### config.mk
export PLATFORM = sky130hd
export DESIGN_NAME = rram_array_sequencer
export DESIGN_NICKNAME = d
export VERILOG_FILES = /design/src/rtl/rram_pkg.sv /design/src/rtl/rram_array_sequencer_therm2bin.sv /design/src/rtl/rram_array_sequencer.sv
export SDC_FILE = /design/constraint.sdc
export NUM_CORES = 1
export LEC_CHECK = 0
export CAP_MARGIN = 20
export CELL_PAD_IN_SITES_DETAIL_PLACEMENT = 1
export CELL_PAD_IN_SITES_GLOBAL_PLACEMENT = 1
export CORE_MARGIN = 8
export CORE_UTILIZATION = 31
export DETAILED_ROUTE_END_ITERATION = 6
export PLACE_DENSITY = 0.89
export SYNTH_ARGS = -nofsm -noshare
export SYNTH_HDL_FRONTEND = slang
export SYNTH_HIERARCHICAL = 1
export SYNTH_SLANG_ARGS = --single-unit
### constraint.sdc
create_clock -name clk -period 2.6 [get_ports clk]
set_clock_uncertainty 0.1 [all_clocks]
set_input_delay 0.78 -clock clk [delete_from_list [all_inputs] [get_ports clk]]
set_output_delay 0.78 -clock clk [all_outputs]
set_load 0.05 [all_outputs]
### src/rtl/rram_pkg.sv
// rtl/rram_pkg.sv - shared op/state types, voltage selects and op-to-voltage map for the RRAM sequencer
package rram_pkg;

    typedef enum logic [1:0] {
        OP_CSA_RD = 2'b00,
        OP_ADC_RD = 2'b01,
        OP_SET    = 2'b10,
        OP_RESET  = 2'b11
    } op_e;

    typedef enum logic [2:0] {
        ST_IDLE,
        ST_SETUP,
        ST_PRECHARGE,
        ST_SENSE,
        ST_PULSE,
        ST_RECOVER,
        ST_RESP
    } state_e;

    localparam logic [3:0] VSEL_V1 = 4'b0001;
    localparam logic [3:0] VSEL_V2 = 4'b0010;
    localparam logic [3:0] VSEL_V3 = 4'b0100;
    localparam logic [3:0] VSEL_V4 = 4'b1000;

    typedef struct packed {
        logic [3:0] wl;
        logic [3:0] bl;
        logic [3:0] sl;
    } vmap_t;

    function automatic vmap_t op_vmap(input op_e op);
        vmap_t m;
        case (op)
            OP_SET:   m = '{wl: VSEL_V3, bl: VSEL_V3, sl: VSEL_V1};
            OP_RESET: m = '{wl: VSEL_V4, bl: VSEL_V1, sl: VSEL_V3};
            default:  m = '{wl: VSEL_V2, bl: VSEL_V1, sl: VSEL_V1};
        endcase
        return m;
    endfunction

endpackage

### src/rtl/rram_array_sequencer_therm2bin.sv
// rtl/rram_array_sequencer_therm2bin.sv - thermometer-to-binary popcount for one ADC column
module rram_therm2bin #(
    parameter int LVLS = 3,
    parameter int CW   = $clog2(LVLS + 1)
) (
    input  logic [LVLS-1:0] therm,
    output logic [CW-1:0]   code
);

    always_comb begin
        code = '0;
        for (int k = 0; k < LVLS; k++) begin
            code = code + CW'(therm[k]);
        end
    end

endmodule

### src/rtl/rram_array_sequencer.sv
// rtl/rram_array_sequencer.sv - RRAM row-operation sequencer; RRAM_VERIFY_EN adds program-and-verify for writes
module rram_array_sequencer
    import rram_pkg::*;
#(
    parameter int ROWS       = 16,
    parameter int COLS       = 16,
    parameter int ADC_LVLS   = 3,
    parameter int PRE_CYC    = 2,
    parameter int SAEN_CYC   = 2,
    parameter int SETTLE_CYC = 1,
`ifdef RRAM_VERIFY_EN
    parameter int MAX_RETRY  = 3,
`endif
    localparam int RW = $clog2(ROWS),
    localparam int CW = $clog2(ADC_LVLS + 1)
) (
    input  logic                     clk,
    input  logic                     rst_n,
    input  logic                     req_valid,
    output logic                     req_ready,
    input  logic [1:0]               req_op,
    input  logic [RW-1:0]            req_row,
    input  logic [COLS-1:0]          req_colmask,
    input  logic [7:0]               pulse_len,
    output logic                     rsp_valid,
    input  logic                     rsp_ready,
    output logic [COLS*CW-1:0]       rsp_data,
    output logic                     enable_wl,
    output logic                     enable_bl,
    output logic                     enable_sl,
    output logic [3:0]               v_wl,
    output logic [3:0]               v_bl,
    output logic [3:0]               v_sl,
    output logic [ROWS-1:0]          in1_wl,
    output logic [ROWS-1:0]          in0_wl,
    output logic [COLS-1:0]          in1_bl,
    output logic [COLS-1:0]          in0_bl,
    output logic [COLS-1:0]          in1_sl,
    output logic [COLS-1:0]          in0_sl,
    output logic                     enable_csa,
    output logic                     pre,
    output logic                     saen_csa,
    output logic [1:0]               clk_en_adc,
    input  logic [COLS-1:0]          csa,
    input  logic [ADC_LVLS*COLS-1:0] adc_out
);

    state_e            state;
    op_e               op_q;
    logic [COLS-1:0]   mask_q;
    logic [7:0]        plen_q;
    logic [7:0]        cnt;
    logic              sense_phase;
    vmap_t             req_vmap;
    logic [ROWS-1:0]   row_sel;
    logic [COLS-1:0][CW-1:0] adc_code;
    logic [COLS*CW-1:0] sample_data;
    logic [COLS*CW-1:0] wr_data;

`ifdef RRAM_VERIFY_EN
    localparam vmap_t RD_VMAP = op_vmap(OP_CSA_RD);
    logic              verify_q;
    logic [7:0]        retry_q;
    logic [COLS-1:0]   fail_mask;
    vmap_t             wr_vmap;
    assign sense_phase = !op_q[1] || verify_q;
    assign fail_mask   = mask_q & ((op_q == OP_SET) ? ~csa : csa);
    assign wr_vmap     = op_vmap(op_q);
`else
    assign sense_phase = !op_q[1];
`endif

    assign req_vmap = op_vmap(op_e'(req_op));
    assign row_sel  = {{(ROWS-1){1'b0}}, 1'b1} << req_row;

    for (genvar c = 0; c < COLS; c++) begin : g_col
        logic [ADC_LVLS-1:0] therm;
        for (genvar k = 0; k < ADC_LVLS; k++) begin : g_lvl
            assign therm[k] = adc_out[k*COLS + c];
        end
        rram_therm2bin #(.LVLS(ADC_LVLS), .CW(CW)) u_t2b (.therm(therm), .code(adc_code[c]));
    end

    // Write responses report only the columns that never verified (LSB per column).
    always_comb begin
        sample_data = '0;
        wr_data     = '0;
        for (int c = 0; c < COLS; c++) begin
            if (mask_q[c]) begin
                sample_data[c*CW +: CW] = (op_q == OP_ADC_RD) ? adc_code[c] : CW'(csa[c]);
`ifdef RRAM_VERIFY_EN
                wr_data[c*CW] = 1'b1;
`endif
            end
        end
    end

    always_ff @(posedge clk or negedge rst_n) begin
        if (!rst_n) begin
            state      <= ST_IDLE;
            op_q       <= OP_CSA_RD;
            mask_q     <= '0;
            plen_q     <= 8'd1;
            cnt        <= '0;
            req_ready  <= 1'b1;
            rsp_valid  <= 1'b0;
            rsp_data   <= '0;
            enable_wl  <= 1'b0;
            enable_bl  <= 1'b0;
            enable_sl  <= 1'b0;
            enable_csa <= 1'b0;
            pre        <= 1'b0;
            saen_csa   <= 1'b0;
            clk_en_adc <= '0;
            v_wl       <= VSEL_V1;
            v_bl       <= VSEL_V1;
            v_sl       <= VSEL_V1;
            in1_wl     <= '0;
            in0_wl     <= '1;
            in1_bl     <= '0;
            in0_bl     <= '1;
            in1_sl     <= '0;
            in0_sl     <= '1;
`ifdef RRAM_VERIFY_EN
            verify_q   <= 1'b0;
            retry_q    <= '0;
`endif
        end else begin
            case (state)
                ST_IDLE: if (req_valid) begin
                    op_q      <= op_e'(req_op);
                    mask_q    <= req_colmask;
                    plen_q    <= (pulse_len == 8'd0) ? 8'd1 : pulse_len;
                    cnt       <= 8'(SETTLE_CYC);
                    state     <= ST_SETUP;
                    req_ready <= 1'b0;
                    {v_wl, v_bl, v_sl} <= req_vmap;
                    in1_wl    <= row_sel;
                    in0_wl    <= ~row_sel;
                    in1_bl    <= req_colmask;
                    in0_bl    <= ~req_colmask;
                    in1_sl    <= req_colmask;
                    in0_sl    <= ~req_colmask;
`ifdef RRAM_VERIFY_EN
                    verify_q  <= 1'b0;
                    retry_q   <= '0;
`endif
                end
                ST_SETUP: begin
                    if (cnt > 8'd1) begin
                        cnt <= cnt - 8'd1;
                    end else begin
                        {enable_wl, enable_bl, enable_sl} <= 3'b111;
                        if (sense_phase) begin
                            state      <= ST_PRECHARGE;
                            cnt        <= 8'(PRE_CYC);
                            enable_csa <= 1'b1;
                            pre        <= 1'b1;
                        end else begin
                            state <= ST_PULSE;
                            cnt   <= plen_q;
                        end
                    end
                end
                ST_PRECHARGE: begin
                    if (cnt > 8'd1) begin
                        cnt <= cnt - 8'd1;
                    end else begin
                        state    <= ST_SENSE;
                        cnt      <= 8'(SAEN_CYC);
                        pre      <= 1'b0;
                        saen_csa <= 1'b1;
                        if (op_q == OP_ADC_RD) clk_en_adc <= {(SAEN_CYC == 1), 1'b1};
                    end
                end
                ST_SENSE: begin
                    if (cnt > 8'd1) begin
                        cnt <= cnt - 8'd1;
                        if (cnt == 8'd2 && op_q == OP_ADC_RD) clk_en_adc[1] <= 1'b1;
                    end else begin
                        state      <= ST_RECOVER;
                        {enable_wl, enable_bl, enable_sl} <= 3'b000;
                        enable_csa <= 1'b0;
                        saen_csa   <= 1'b0;
                        clk_en_adc <= '0;
`ifdef RRAM_VERIFY_EN
                        if (verify_q) mask_q <= fail_mask;
                        else
`endif
                            rsp_data <= sample_data;
                    end
                end
                ST_PULSE: begin
                    if (cnt > 8'd1) begin
                        cnt <= cnt - 8'd1;
                    end else begin
                        state <= ST_RECOVER;
                        {enable_wl, enable_bl, enable_sl} <= 3'b000;
                    end
                end
                ST_RECOVER: begin
`ifdef RRAM_VERIFY_EN
                    if (op_q[1] && !verify_q) begin
                        state    <= ST_SETUP;
                        cnt      <= 8'(SETTLE_CYC);
                        verify_q <= 1'b1;
                        {v_wl, v_bl, v_sl} <= RD_VMAP;
                    end else if (op_q[1] && mask_q != '0 && retry_q < 8'(MAX_RETRY)) begin
                        state    <= ST_SETUP;
                        cnt      <= 8'(SETTLE_CYC);
                        verify_q <= 1'b0;
                        retry_q  <= retry_q + 8'd1;
                        {v_wl, v_bl, v_sl} <= wr_vmap;
                        in1_bl   <= mask_q;
                        in0_bl   <= ~mask_q;
                        in1_sl   <= mask_q;
                        in0_sl   <= ~mask_q;
                    end else
`endif
                    begin
                        state     <= ST_RESP;
                        rsp_valid <= 1'b1;
                        v_wl      <= VSEL_V1;
                        v_bl      <= VSEL_V1;
                        v_sl      <= VSEL_V1;
                        in1_wl    <= '0;
                        in0_wl    <= '1;
                        in1_bl    <= '0;
                        in0_bl    <= '1;
                        in1_sl    <= '0;
                        in0_sl    <= '1;
                        if (op_q[1]) rsp_data <= wr_data;
                    end
                end
                ST_RESP: if (rsp_ready) begin
                    rsp_valid <= 1'b0;
                    req_ready <= 1'b1;
                    state     <= ST_IDLE;
                end
                default: state <= ST_IDLE;
            endcase
        end
    end

    // Break-before-make: voltages must have settled before any driver turns on.
    assert property (@(posedge clk) disable iff (!rst_n)
        ($rose(enable_wl) || $rose(enable_bl) || $rose(enable_sl)) |->
        ($stable(v_wl) && $stable(v_bl) && $stable(v_sl)));

endmodule

==> results of run 1 <==
## sequential cells by signal, indices dropped and copies added, names as in the netlist, 3 cells and up
register  cells
v_wl          3
in1_wl       16
rsp_data     32
in1_sl       16
plen_q        8
cnt           8
mask_q       16
state         3
in0_wl       16
in0_sl       16
## power breakdown
group	leakage, nW	switching (mW)	internal [mW]
Clock	0.276	1.03	1.39
Sequential	1.83	0.732	3.19
Combinational	2.55	4.96	2.50
Total	4.66	6.72	7.08
## cell type report
class                      instances  share of cell area [%]
sequential                       147                    35.9
multi-input combinational        491                    29.0
timing repair buffer             270                    25.4
clock buffer                      20                    4.40
tap                              319                    3.85
clock inverter                    12                    1.17
inverter                           7                   0.253
## worst reg2reg max path, cell delays in order, from the launching register on
cell and delay [ns]:
dfrtp_1 0.45, or4_4 0.63, nor4_4 0.31, a22o_4 0.18, nand2_8 0.21, mux2_4 0.42
## cell families (layout without fill, tap and decap cells)
kind of cell,count (synthesis),after routing,synth area share [%]
adder cells (fa/ha/maj),19,19,4.91
multiplexers,35,35,6.90
other,1,4,0.0515
buffers and inverters,92,309,7.85
AND/OR/NAND/NOR,286,286,17.1
AO/OA/AOI/OAI,147,147,12.1
flip-flops,147,147,51.1
## how the worst max path moves through the flow
stage / to / slack [ns] / cells after the start
3_5_place_dp: cnt[7]$_DFFE_PN0P_ / 0.13 / 8
5_1_grt: v_wl[2] / 0.001 / 1
2_1_floorplan: rsp_data[0]$_DFFE_PN0P_ / 0.20 / 8
4_1_cts: in1_sl[1] / 0.005 / 1
6_report: v_wl[2] / 0.03 / 1
3_3_place_gp: cnt[7]$_DFFE_PN0P_ / 0.17 / 7
## cell usage after synthesis, types with 6 or more instances
| cell type | count | area share, % |
|---|---|---|
| mux2_4 | 30 | 6.2 |
| buf_4 | 40 | 4.1 |
| nor3_1 | 7 | 0.48 |
| nor2_1 | 40 | 2.1 |
| a22oi_1 | 15 | 1.5 |
| dfstp_2 | 37 | 13 |
| inv_1 | 7 | 0.36 |
| o22ai_1 | 12 | 1.0 |
| nand2_1 | 189 | 9.7 |
| a21oi_1 | 54 | 3.7 |
| dfrtp_1 | 110 | 38 |
| buf_1 | 6 | 0.31 |
| and3_1 | 18 | 1.5 |
| fa_1 | 16 | 4.4 |
| clkbuf_1 | 29 | 1.5 |
| o21ai_0 | 37 | 2.5 |
## layout by cell type, fill, tap and decap left out, types with 3 or more instances in the layout
| cell type | n |
|---|---|
| nand2b_1 | 4 |
| inv_1 | 7 |
| dlymetal6s2s_1 | 3 |
| a21oi_1 | 54 |
| clkinv_4 | 3 |
| nor2_1 | 40 |
| dlygate4sd2_1 | 38 |
| a31oi_1 | 3 |
| clkinvlp_4 | 3 |
| and3_1 | 18 |
| o22ai_1 | 12 |
| conb_1 | 4 |
| nor2b_1 | 4 |
| buf_12 | 6 |
| o2bb2ai_1 | 5 |
| inv_6 | 3 |
| clkdlybuf4s50_1 | 186 |
| nand2_1 | 187 |
| o21ai_0 | 36 |
| dfrtp_1 | 110 |
| o31ai_1 | 3 |
| ha_1 | 3 |
| dfstp_2 | 37 |
| nor4_1 | 5 |
| clkbuf_16 | 17 |
| a22oi_1 | 15 |
| nand3_1 | 4 |
| buf_4 | 36 |
| mux2_4 | 30 |
| nor3_1 | 7 |
| fa_1 | 16 |
| mux2i_1 | 3 |
## per-layer routing
| metal | GRT usage (%) | wire (um) | part of all wire, % |
|---|---|---|---|
| met5 | 0 | 0 | 0 |
| met4 | 4.46 | 354 | 1.4 |
| met3 | 4.49 | 1530 | 6.0 |
| met2 | 30.9 | 12800 | 50 |
| met1 | 22.3 | 11000 | 43 |
## what timing repair did
action	in CTS	in global routing
cloned	0	0
setup buffers	0	0
resized for setup	38	4
pin swaps	0	0
setup endpoints to repair	38	4
==> flow_metrics.env, run 1 <==
export IMPL_run_status="finished clean"
export IMPL_hold_class="in -> async"
export IMPL_synth_async_reset_ratio_pct=100
export IMPL_gpl_final_weighted_congestion=0.865
export IMPL_clock_tree_from_tritoncts="done"
export IMPL_layout_worst_path_cycle_share_pct=98.7
export IMPL_drt_vias_per_instance=4.86
export IMPL_final_hold_worst_slack_ns=0.233
export IMPL_crit_type="reg -> out"
export IMPL_post_route_cells_drive_above_1_share_pct=16.4
export IMPL_max_stage_delay_ns=0.86
export IMPL_synthFlopType="dfrtp_1"
export IMPL_clock_latency_on_the_worst_skew_pair_ns=0.42
export IMPL_layout_min_cycle_time_ns=2.57
export IMPL_initial_antenna_violation_count=0
export IMPL_row_count=56
export IMPL_clkTransAtPathRegs_ns=0.06
export IMPL_final_setup_tns_ns=0
export IMPL_startpoint="v_wl[2]$_DFFE_PN0P_"
export IMPL_timing_final_hold_violations=0
export IMPL_floorplan_die_width_um=169
export IMPL_rsz0062_at_grt="no"
export IMPL_sequential_cell_area_sq_um=3720
export IMPL_maxCapViolCount=0
export IMPL_ys_seq_area_share_pct=51.1
export IMPL_cp_data_arrival_time_ns=1.69
export IMPL_end_kind="primary output"
export IMPL_critical_path_reg2reg_startpoint="cnt[3]$_DFFE_PN0P_"
export IMPL_grt_use_total_pct=18.0
export IMPL_worst_slew_margin_rel_pct=61.6
export IMPL_core_sq_um=23300
export IMPL_dieHeight_um=169
export IMPL_startpoint_type="register"
export IMPL_layout_cells_non_filler=1266
export IMPL_grt_ovfl_total=0
export IMPL_drc_errors=0
export IMPL_utilization_pct=44.6
export IMPL_worst_slew_pin_slew_ns=0.575
export IMPL_ant_nets=0
export IMPL_first_pass_iters=4
export IMPL_h_tree_depth=4
export IMPL_final_fill_count=2621
export IMPL_ff2ff_path_depth=5
export IMPL_cts_inserted_buffers=17
export IMPL_number_of_distinct_library_cell_variants_in_the_gate_level_netlist_after_synthesis=53
export IMPL_fmax_mhz=390
export IMPL_crit_family="buffers and inverters"
export IMPL_synth_area_sq_um=7290
export IMPL_multi_input_comb_area_sq_um=3010
export IMPL_portBuffers=243
export IMPL_report_final_setup_viol=0
export IMPL_placed_cells=1234
export IMPL_power_per_cell_area_nw_per_um2=1330
export IMPL_crit_buf_inv=1
export IMPL_cts_hold_buf=0
export IMPL_cts_sinks=147
export IMPL_detail_route_iter0_violations=346
export IMPL_crit_path_top_delay_cell="clkdlybuf4s50_1"
export IMPL_dpl_instance_area_sq_um=9840
export IMPL_insertedDiodeCount=0
export IMPL_drt_wirelength_per_cell_um=20.3
export IMPL_total_power_of_the_final_layout_mw=13.8
export IMPL_area_grow_syn2layout_pct=42.4
export IMPL_critPathMaxFanout=3
export IMPL_static_leakage_power_nw=4.66
export IMPL_boundaryPins=248
export IMPL_ir_worst_vdd_v=0.000646
export IMPL_first_global_vias=6928
export IMPL_num_vias=6153
export IMPL_postRouteWirelength_um=25700
export IMPL_netlist_instances=727
export IMPL_crit_chain="clkdlybuf4s50_1"
export IMPL_hpwl_after_dpl_um=19700
export IMPL_count_of_final_max_slew_check_failures=0
export IMPL_syn_area_per_cell_sq_um=10.0
export IMPL_grt_first_pass_wirelength_um=40600
export IMPL_synthesis_warning_total=6
export IMPL_clockBufferDepth=2
export IMPL_layout_setup_ws_ns=0.0341
export IMPL_postLayoutCellArea_sq_um=10400
export IMPL_ff2ff_setup_slack_ns=0.17
export IMPL_synth_edf_count=0
export IMPL_synth_seq_cells=147
export IMPL_maximum_number_of_pins_on_one_net_before_global_route_repair=56
export IMPL_critical_path_reg2reg_endpoint="rsp_data[21]$_DFFE_PN0P_"
export IMPL_dp_worst_setup_slack_ns=0.125
export IMPL_fp_dieArea_sq_um=28700
export IMPL_post_layout_net_count=1051
export IMPL_cp_required_ns=1.72
export IMPL_cts_root_buf="clkbuf_16"
export IMPL_floorplan_initialDensity_pct=31.3
(Power assumes the default switching activity.)
==> run 2: changes to the inputs <==
CAP_MARGIN = 30   (was 20)
CORE_UTILIZATION = 32   (was 31)
CTS_BUF_LIST = sky130_fd_sc_hd__clkbuf_8   (was default)
PLACE_DENSITY = 0.91   (was 0.89)
==> run 2 against run 1 <==
Total power is 4.9% lower. Non-clock buffer count down 2. Design area is 2.4% lower. Critical path depth is the same. Fmax rose by 0.57%. Flip-flop and latch count did not move. Via count increased by 0.13%. Clock-buffer cell count is 1 lower.
==> flow_metrics.env, run 2 (synthesis gave the netlist of run 1 again) <==
export IMPL_maximum_number_of_pins_on_one_net_before_global_route_repair=52
export IMPL_post_layout_net_count=1049
export IMPL_postLayoutCellArea_sq_um=10100
export IMPL_dpl_instance_area_sq_um=9740
export IMPL_startpoint_type="register"
export IMPL_cts_inserted_buffers=17
export IMPL_boundaryPins=248
export IMPL_top_register="rsp_data"
export IMPL_layout_worst_path_cycle_share_pct=98.1
export IMPL_hold_class="in -> async"
export IMPL_fmax_mhz=392
export IMPL_grt_use_total_pct=18.8
export IMPL_grt_first_pass_wirelength_um=41200
export IMPL_critPathMaxFanout=2
export IMPL_first_pass_iters=6
export IMPL_postRouteWirelength_um=26300
export IMPL_detail_route_iter0_violations=314
export IMPL_gpl_final_weighted_congestion=0.797
export IMPL_post_cts_resized=50
export IMPL_core_sq_um=22500
export IMPL_num_vias=6161
export IMPL_multi_input_comb_area_sq_um=3010
export IMPL_clkTransAtPathRegs_ns=0.09
export IMPL_drt_wirelength_per_cell_um=21.4
export IMPL_hpwl_after_dpl_um=19700
export IMPL_grt_ovfl_total=0
export IMPL_cts_sinks=147
export IMPL_crit_chain="clkdlybuf4s50_1"
export IMPL_floorplan_initialDensity_pct=32.4
export IMPL_end_kind="primary output"
export IMPL_rsz0062_at_grt="no"
export IMPL_insertedDiodeCount=0
export IMPL_crit_buf_inv=1
export IMPL_final_fill_count=2504
export IMPL_drt_vias_per_instance=5.01
export IMPL_crit_path_top_delay_cell="clkdlybuf4s50_1"
export IMPL_maxCapViolCount=0
export IMPL_clock_latency_on_the_worst_skew_pair_ns=0.45
export IMPL_cts_hold_buf=0
export IMPL_run_status="finished clean"
export IMPL_critical_path_stages=1
export IMPL_clock_tree_from_tritoncts="done"
export IMPL_crit_family="buffers and inverters"
export IMPL_first_global_vias=6921
export IMPL_area_grow_syn2layout_pct=39.0
export IMPL_report_final_setup_viol=0
export IMPL_post_route_cells_drive_above_1_share_pct=17.0
export IMPL_dieHeight_um=167
export IMPL_portBuffers=243
export IMPL_sequential_cell_area_sq_um=3720
export IMPL_utilization_pct=45.0
export IMPL_cp_required_ns=1.72
export IMPL_drc_errors=0
export IMPL_floorplan_die_width_um=167
export IMPL_mostFrequentLayoutCell="nand2_1"
export IMPL_largest_reg_flops=32
export IMPL_h_tree_depth=4
export IMPL_layout_min_cycle_time_ns=2.55
export IMPL_worst_slew_margin_rel_pct=61.2
export IMPL_initial_antenna_violation_count=0
export IMPL_ir_worst_vdd_v=0.000576
export IMPL_worst_slew_pin_slew_ns=0.581
export IMPL_final_setup_tns_ns=0
export IMPL_static_leakage_power_nw=5.01
export IMPL_most_common_layout_cells="nand2_1, clkdlybuf4s50_1, dfrtp_1"
export IMPL_fp_dieArea_sq_um=27900
export IMPL_cp_data_arrival_time_ns=1.67
export IMPL_cts_root_buf="clkbuf_8"
export IMPL_cts_setup_buffers=0
export IMPL_ff2ff_path_depth=5
export IMPL_ant_nets=0
export IMPL_crit_type="reg -> out"
export IMPL_timing_final_hold_violations=0
export IMPL_row_count=55
export IMPL_power_per_cell_area_nw_per_um2=1300
export IMPL_clockBufferDepth=2
export IMPL_count_of_final_max_slew_check_failures=0
export IMPL_max_stage_delay_ns=0.85
run 2: cell type report:
cell class	instances	area share, %
clock buffer	19	2.58
sequential	147	36.8
multi-input combinational	491	29.7
tap	285	3.52
clock inverter	13	1.22
inverter	7	0.259
timing repair buffer	268	25.9
run 2: report_power, final:
part	internal [mW]	leakage [nW]	total (mW)	switching [mW]
logic	2.41	2.98	7.47	5.06
registers	3.19	1.83	3.85	0.663
clock network	0.824	0.201	1.79	0.970
total	6.43	5.01	13.1	6.69
run 2: path summary, 6_finish.rpt:
| kind | end | startpoint | slack (ns) |
|---|---|---|---|
| worst max-delay path | rsp_data[20] | rsp_data[20]$_DFFE_PN0P_ | 0.05 |
| worst min-delay path | in1_sl[8]$_DFFE_PN0P_ | rst_n | 0.17 |
| worst max register to register | cnt[1]$_DFFE_PN0P_ | cnt[3]$_DFFE_PN0P_ | 0.11 |
| worst min register to register | v_wl[0]$_DFFE_PN1P_ | v_wl[0]$_DFFE_PN1P_ | 0.37 |
| max in group asynchronous | in0_sl[14]$_DFFE_PN1P_ | rst_n | 1.49 |
| min in group clk | v_wl[0]$_DFFE_PN1P_ | v_wl[0]$_DFFE_PN1P_ | 0.37 |
run 2: routing by layer:
metal	part of all wire [%]	global-route usage, %	vias up
met2	50	32.7	182
met1	42	22.3	3132
met4	2.3	6.07	0
li1	-	-	2816
met5	0	0	-
met3	5.6	4.70	31
run 2: through the flow:
step | power, mW | instances | hold WS (ns) | setup slack (ns)
finish | 13.1 | 1230 | 0.171 | 0.0485
global route | 13.8 | 1230 | 0.170 | 0.000182
CTS | 13.3 | 1230 | 0.152 | 0.000429
detailed placement | 11.6 | 1198 | 0.360 | 0.0972
global placement | 11.3 | 1197 | 0.353 | 0.161
floorplan | 9.06 | 730 | 0.340 | 0.203
==> run 3: changes to the inputs <==
MAX_ROUTING_LAYER = met4   (was default)
==> run 3 against run 2 <==
Critical path depth stayed put. Sequential power barely moved. Combinational power hardly changed. Worst hold slack got worse by 0.0070 ns. Total power barely moved. Flip-flop and latch count stayed put. Register-to-register slack about the same. Non-clock buffer count unchanged. Clock power barely moved. Clock-buffer cell count stayed put. Largest power group unchanged. Highest routed layer unchanged.
==> flow_metrics.env, run 3 (synthesis gave the netlist of run 1 again) <==
export IMPL_worst_slew_pin_slew_ns=0.581
export IMPL_cts_hold_buf=0
export IMPL_insertedDiodeCount=0
export IMPL_maximum_number_of_pins_on_one_net_before_global_route_repair=52
export IMPL_cts_root_buf="clkbuf_8"
export IMPL_final_setup_tns_ns=0
export IMPL_final_hold_worst_slack_ns=0.164
export IMPL_hold_class="in -> async"
export IMPL_row_count=55
export IMPL_timing_final_hold_violations=0
export IMPL_num_vias=6153
export IMPL_layout_cells_non_filler=1230
export IMPL_clockBufferDepth=2
export IMPL_ir_worst_vdd_v=0.000575
export IMPL_total_power_of_the_final_layout_mw=13.1
export IMPL_drt_vias_per_instance=5.00
export IMPL_fp_dieArea_sq_um=27900
export IMPL_boundaryPins=248
export IMPL_ff2ff_setup_slack_ns=0.11
export IMPL_crit_type="reg -> out"
export IMPL_cts_sinks=147
export IMPL_post_layout_net_count=1049
export IMPL_cts_setup_buffers=0
export IMPL_layout_min_cycle_time_ns=2.55
export IMPL_max_stage_delay_ns=0.85
export IMPL_rsz0062_at_grt="no"
export IMPL_grt_ovfl_total=0
export IMPL_clock_latency_on_the_worst_skew_pair_ns=0.45
export IMPL_clock_tree_from_tritoncts="done"
export IMPL_grt_first_pass_wirelength_um=41200
export IMPL_core_sq_um=22500
export IMPL_maxCapViolCount=0
export IMPL_critPathMaxFanout=2
export IMPL_run_status="finished clean"
export IMPL_crit_family="buffers and inverters"
export IMPL_first_pass_iters=5
export IMPL_largest_reg_flops=32
export IMPL_placed_cells=1198
export IMPL_ant_nets=0
export IMPL_gpl_final_weighted_congestion=0.809
export IMPL_mostFrequentLayoutCell="nand2_1"
export IMPL_crit_path_top_delay_cell="clkdlybuf4s50_1"
export IMPL_initial_antenna_violation_count=0
export IMPL_multi_input_comb_area_sq_um=3010
export IMPL_drt_wirelength_per_cell_um=21.3
export IMPL_worst_slew_margin_rel_pct=61.2
export IMPL_detail_route_iter0_violations=325
export IMPL_final_fill_count=2505
export IMPL_crit_chain="clkdlybuf4s50_1"
export IMPL_clkTransAtPathRegs_ns=0.09
export IMPL_power_per_cell_area_nw_per_um2=1290
export IMPL_grt_use_total_pct=19.3
export IMPL_top_register="rsp_data"
export IMPL_end_kind="primary output"
export IMPL_startpoint_type="register"
export IMPL_count_of_final_max_slew_check_failures=0
export IMPL_portBuffers=243
export IMPL_h_tree_depth=4
export IMPL_post_route_cells_drive_above_1_share_pct=17.0
export IMPL_sequential_cell_area_sq_um=3720
export IMPL_crit_buf_inv=1
export IMPL_layout_worst_path_cycle_share_pct=97.9
export IMPL_dieHeight_um=167
export IMPL_floorplan_initialDensity_pct=32.4
export IMPL_fmax_mhz=393
export IMPL_static_leakage_power_nw=4.99
export IMPL_first_global_vias=6930
export IMPL_cts_inserted_buffers=17
export IMPL_floorplan_die_width_um=167
export IMPL_hpwl_after_dpl_um=19700
export IMPL_most_common_layout_cells="nand2_1, clkdlybuf4s50_1, dfrtp_1"
export IMPL_cp_data_arrival_time_ns=1.67
export IMPL_area_grow_syn2layout_pct=38.9
export IMPL_postRouteWirelength_um=26200
export IMPL_drc_errors=0
export IMPL_report_final_setup_viol=0
export IMPL_cp_required_ns=1.72
[run 3: cell count changes in the layout (fill, tap and decap cells not counted)]
cell | before | now
dlymetal6s2s_1 | 27 | 26
clkdlybuf4s50_1 | 142 | 143
[run 3: where the power goes]
group          internal (mW)  switching (mW)  leakage (nW)
logic                   2.42            5.05          2.96
clock network          0.824           0.969         0.201
registers               3.19           0.659          1.83
total                   6.43            6.68          4.99
[run 3: cell type report]
cell class	instances	share of cell area, %
timing repair buffer	268	25.9
multi-input combinational	491	29.8
inverter	7	0.259
sequential	147	36.8
tap	285	3.52
clock buffer	19	2.58
clock inverter	13	1.22
[run 3: worst paths after layout]
| path | start | to | cells after the start |
|---|---|---|---|
| max in group asynchronous | rst_n | in0_sl[14]$_DFFE_PN1P_ | 2 |
| setup reg to reg | cnt[3]$_DFFE_PN0P_ | cnt[1]$_DFFE_PN0P_ | 5 |
| setup / recovery | rsp_data[20]$_DFFE_PN0P_ | rsp_data[20] | 1 |
| hold reg to reg | v_wl[0]$_DFFE_PN1P_ | v_wl[0]$_DFFE_PN1P_ | 2 |
| min in group clk | v_wl[0]$_DFFE_PN1P_ | v_wl[0]$_DFFE_PN1P_ | 2 |
| hold / removal | rst_n | in1_sl[7]$_DFFE_PN0P_ | 1 |
[run 3: timing repair]
action                                  in CTS  in global routing
endpoints found under the setup margin      53                 28
pin swaps                                    0                  0
gates resized for setup                     50                 27
[run 3: metrics by stage]
| step | utilization, % | setup slack [ns] | cell area, sq um |
|---|---|---|---|
| floorplan | - | 0.203 | 7300 |
| global placement | 43.2 | 0.161 | 9730 |
| detailed placement | 43.3 | 0.0972 | 9740 |
| CTS | 44.7 | 0.000429 | 10100 |
| global route | 45.0 | 0.000178 | 10100 |
| finish | 45.0 | 0.0536 | 10100 |
[run 3: per-layer routing]
layer | share of wire [%] | up-vias | global-route usage (%) | routed length, um
met1 | 41 | 3118 | 22.4 | 10800
met3 | 5.9 | 28 | 4.37 | 1540
li1 | - | 2815 | - | -
met5 | 0 | - | - | 0
met4 | 2.3 | 0 | 6.07 | 592
met2 | 51 | 192 | 32.9 | 13300
